[src/rtl/lf_pck_divider.sv]
// rtl/lf_pck_divider.sv - programmable LF carrier divider producing pck_cnt and pck_divclk
module lf_pck_divider #(
  parameter int DEFAULT_DIV = 95,
  parameter int MIN_DIV     = 15
) (
  input  logic       pck0,
  input  logic       nreset,
  input  logic       en,
  input  logic [7:0] divisor,
  input  logic       div_load,
  output logic [7:0] pck_cnt,
  output logic       pck_divclk,
  output logic       period_start,
  output logic [7:0] div_active
);

  localparam logic [7:0] DEF_DIV8 = 8'(DEFAULT_DIV);
  localparam logic [7:0] MIN_DIV8 = 8'(MIN_DIV);

  logic [7:0] r_cnt;
  logic       r_divclk;
  logic [7:0] r_div_act;
  logic [7:0] r_div_pend;
  logic       r_pend_valid;
  logic       r_period_start;
  logic       r_en_d;

  logic [7:0] w_clampdiv;
  logic       w_wrap;
  logic       w_start;
  logic       w_boundary;

  assign w_clampdiv = (divisor < MIN_DIV8) ? MIN_DIV8 : divisor;
  assign w_wrap     = (r_cnt == r_div_act);
  // First enabled cycle after disable/reset is held at count 0 so it is the period's first cycle.
  assign w_start    = en & ~r_en_d;
  assign w_boundary = en & r_en_d & w_wrap & r_divclk;

  always_ff @(posedge pck0 or negedge nreset) begin
    if (!nreset) begin
      r_cnt          <= 8'd0;
      r_divclk       <= 1'b0;
      r_div_act      <= DEF_DIV8;
      r_div_pend     <= DEF_DIV8;
      r_pend_valid   <= 1'b0;
      r_period_start <= 1'b0;
      r_en_d         <= 1'b0;
    end else begin
      r_en_d         <= en;
      r_period_start <= w_boundary | w_start;

      if (!en) begin
        r_cnt    <= 8'd0;
        r_divclk <= 1'b0;
        if (r_pend_valid) begin
          r_div_act    <= r_div_pend;
          r_pend_valid <= 1'b0;
        end
      end else if (w_start) begin
        r_cnt    <= 8'd0;
        r_divclk <= 1'b0;
      end else if (w_wrap) begin
        r_cnt    <= 8'd0;
        r_divclk <= ~r_divclk;
        if (r_divclk && r_pend_valid) begin
          r_div_act    <= r_div_pend;
          r_pend_valid <= 1'b0;
        end
      end else begin
        r_cnt <= r_cnt + 8'd1;
      end

      // A load in the same cycle as an apply re-arms the pending slot for the next boundary.
      if (div_load) begin
        r_div_pend   <= w_clampdiv;
        r_pend_valid <= 1'b1;
      end
    end
  end

  assign pck_cnt      = r_cnt;
  assign pck_divclk   = r_divclk;
  assign period_start = r_period_start;
  assign div_active   = r_div_act;

endmodule

[config.mk]
export PLATFORM = sky130hd
export DESIGN_NAME = lf_pck_divider
export DESIGN_NICKNAME = d
export VERILOG_FILES = /design/src/rtl/lf_pck_divider.sv
export SDC_FILE = /design/constraint.sdc
export NUM_CORES = 1
export LEC_CHECK = 0
export ABC_AREA = 0
export CORE_MARGIN = 2
export CORE_UTILIZATION = 60
export CTS_BUF_LIST = sky130_fd_sc_hd__clkbuf_16
export CTS_CLUSTER_DIAMETER = 40
export CTS_CLUSTER_SIZE = 10
export DETAILED_ROUTE_END_ITERATION = 7
export DONT_BUFFER_PORTS = 1
export PLACE_DENSITY = 0.76
export SLEW_MARGIN = 25
export SYNTH_ARGS = -nofsm -noshare
export SYNTH_HDL_FRONTEND = slang
export SYNTH_SLANG_ARGS = --single-unit
[constraint.sdc]
create_clock -name pck0 -period 2 [get_ports pck0]
set_clock_uncertainty 0.1 [all_clocks]
set_input_delay 0.4 -clock pck0 [delete_from_list [all_inputs] [get_ports pck0]]
set_output_delay 0.4 -clock pck0 [all_outputs]
set_load 0.005 [all_outputs]
==> impl_metrics.sql <==
INSERT INTO impl_metrics (metric_group, metric, value, unit) VALUES
('run_status', 'run_status', 'finished, final reports clean', ''),
('synth', 'synth_top_family_by_area', 'simple AND/OR/NAND/NOR gates', ''),
('timing', 'final_hold_viol_count', '0', ''),
('worst_setup_path', 'worstPathRequired', '2050', 'ps'),
('worst_setup_path', 'setup.reg_to_reg.worst_slack', '350', 'ps'),
('routing', 'drt_iter0_markers', '35', ''),
('final_layout', 'fin_area', '1712', 'um2'),
('clocking', 'resized_after_cts', '0', ''),
('min_path', 'timing.hold.worst.start', 'en', ''),
('global_route', 'global_route.usage.total', '0.2375', ''),
('global_route', 'vias_in_the_first_global_route', '1129', ''),
('die', 'initial_core_util', '0.6381', ''),
('min_path', 'hold_path_end', 'r_en_d', ''),
('clocking', 'ctsHtreeMaxLevel', '1', ''),
('timing', 'fin_crit', '1645', 'ps'),
('synth', 'synth_most_common_cell', 'nand3_1', ''),
('synth', 'ys_seq_elements', '28', ''),
('timing', 'final.hold.worst_slack', '60.76', 'ps'),
('synth', 'synth.yosys.seq_area_share', '0.4486', ''),
('timing', 'timing.final.setup_violations', '0', ''),
('routing', 'avgRoutedWirePerCell', '19.15', 'um'),
('timing', 'layout_setup_ws', '354.6', 'ps'),
('power', 'internal_power', '0.0009330', 'W'),
('clocking', 'clk_transition_reported_paths', '70', 'ps'),
('power', 'power_switching', '0.0002837', 'W'),
('global_route', 'grt_start_max_net_pins', '29', ''),
('worst_setup_path', 'crit_type', 'register to register', ''),
('synth', 'synth_cell_types', '31', ''),
('placed_design', 'dp.final_hpwl', '2434', 'um'),
('placed_design', 'worst_slack_placed', '354.8', 'ps'),
('die', 'core', '2500', 'um2'),
('synth', 'synthesized_area_fraction_occupied_by_ao_oa_aoi_and_oai_cells', '0.1176', ''),
('power', 'power_density', '710.9', 'nW/um2'),
('synth', 'post_synth_main_area_contributors', 'dfrtp_1, dfstp_2, nand3_1, xnor2_1, a221oi_1', ''),
('timing', 'grt_setup_unrepaired', 'no', ''),
('clocking', 'cts.root.buffer_cell', 'clkbuf_16', ''),
('die', 'die_h', '55.57', 'um'),
('routing', 'detail-route-antenna-nets', '0', ''),
('worst_setup_path', 'worstSetupEndpointType', 'register', ''),
('synth', 'synth_warnings', '0', ''),
('power', 'irDropWorstVdd', '0.8200', 'mV'),
('worst_setup_path', 'critical_path.max_fanout', '24', ''),
('routing', 'first_pass_iteration_count_of_the_detailed_router', '4', ''),
('global_route', 'antenna_found_initial', '0', ''),
('routing', 'route.detailed.vias_per_inst', '6.615', ''),
('synth', 'postSynthCellCount', '148', ''),
('power', 'seqPwrFrac', '0.525', ''),
('die', 'pin_count', '30', ''),
('global_route', 'globalRoute.totalOverflow', '0', ''),
('timing', 'final_max_slew_viol_count', '0', ''),
('synth', 'post_synth_most_frequent_cells', 'nand3_1, dfrtp_1, dfstp_2, and3_1, xnor2_1', ''),
('synth', 'synth_area_in_xor_xnor', '0.07686', ''),
('worst_setup_path', 'r2r_cells', '4', ''),
('timing', 'final.period_utilization', '0.8227', ''),
('worst_setup_path', 'reg2reg_to', 'div_active[5]', ''),
('power', 'clock_power_share', '0.376', ''),
('timing', 'max_slew_margin', '0.5822', ''),
('power', 'cellLeakagePower', '0.6703', 'nW'),
('synth', 'synth_fa_ha_area_frac', '0.007843', ''),
('placed_design', 'placement.io_buffers', '0', ''),
('synth', 'yosys.area.top_type', 'dfrtp_1', ''),
('final_layout', 'drive_gt1_frac', '0.2282', ''),
('die', 'row_count', '18', ''),
('synth', 'post-synth-top-area-fraction', '0.2510', ''),
('worst_setup_path', 'rr_startpoint', 'r_pend_valid', ''),
('die', 'overall_die_width', '55.57', 'um'),
('clocking', 'cts.path.max_buffers', '2', ''),
('timing', 'maxClockFrequency', '607.8', 'MHz'),
('synth', 'number_of_enable_flip_flop_cells_after_synthesis', '0', ''),
('synth', 'synth_fp_nets', '161', ''),
('flow_run', 'maxCapViolCount', '0', '');
power groups by stage:
stage               Sequential [W]  Clock, W  Combinational, W
global route              0.000644  0.000481          0.000134
detailed placement        0.000649         0          0.000101
CTS                       0.000639  0.000463          0.000120
global placement          0.000648         0         0.0000965
finish                    0.000639  0.000458          0.000120
floorplan                 0.000638         0         0.0000918
cells by family after synthesis:
group | Yosys count
simple gates | 67
mux | 4
xor+xnor | 14
compound gates | 25
flops | 28
buf+inv | 9
fa+ha+maj | 1
worst max-delay path, cell delays in order, from the launching register on:
cell      delay [ps]
dfrtp_1          390
nor2b_4          480
nor2b_1          130
a221oi_1         310
nand3_1          110
sequential cells by signal, summed over array words and instances, names as in the netlist:
signal / cells
r_div_pend: 8
div_active: 8
period_start: 1
r_pend_valid: 1
pck_cnt: 8
pck_divclk: 1
r_en_d: 1
per-stage QoR:
step,total power (W),std cells,utilization
after CTS,0.001222,179,0.6847
after floorplan,0.0007296,148,-
after global routing,0.001259,179,0.6847
final,0.001217,179,0.6847
after detailed placement,0.0007502,173,0.6411
after global placement,0.0007442,173,0.6411
cells in the final DEF (no fill, tap or decap), types with 2 or more instances in the layout:
cell | Yosys | routed
nand3_1 | 23 | 23
dfrtp_1 | 16 | 16
dfstp_2 | 12 | 12
and3_1 | 11 | 11
xnor2_1 | 9 | 9
nor2b_1 | 8 | 8
nor3b_1 | 8 | 8
a221oi_1 | 8 | 8
nor3_2 | 6 | 6
o21ai_0 | 6 | 6
xor2_1 | 5 | 5
mux2_2 | 4 | 4
o22a_1 | 4 | 4
buf_4 | 4 | 4
nand4_1 | 3 | 3
o21ai_1 | 3 | 3
clkbuf_16 | 0 | 3
and4_1 | 2 | 2
worst max path at each step:
stage	from	to	slack, ps
2_1_floorplan	div_active[1]	r_pend_valid	480
3_3_place_gp	div_active[0]	pck_divclk	450
3_5_place_dp	r_pend_valid	div_active[5]	350
4_1_cts	r_pend_valid	div_active[5]	350
5_1_grt	r_pend_valid	div_active[7]	200
6_report	r_pend_valid	div_active[5]	350
layout make-up:
type                    instances  area (um2)
clock buffers                   3       75.07
repair buffers                  6       60.06
fillers                       185       788.3
flip-flops and latches         28       715.7
multi-input cells             111       819.5
well taps                      30       37.54
clock inverters                 1       3.754
metal layers:
metal,share of wire,GRT usage,up-vias
li1,-,-,557
met1,0.44,0.3126,587
met2,0.49,0.3776,38
met3,0.063,0.08431,2
met4,0.0061,0.05226,0
met5,0,0,-
repair_timing:
action | in CTS | in global routing
hold buffers | 2 | 0
endpoints found under the hold margin | 28 | 0
setup buffers | 0 | 0
(Power assumes the default switching activity.)
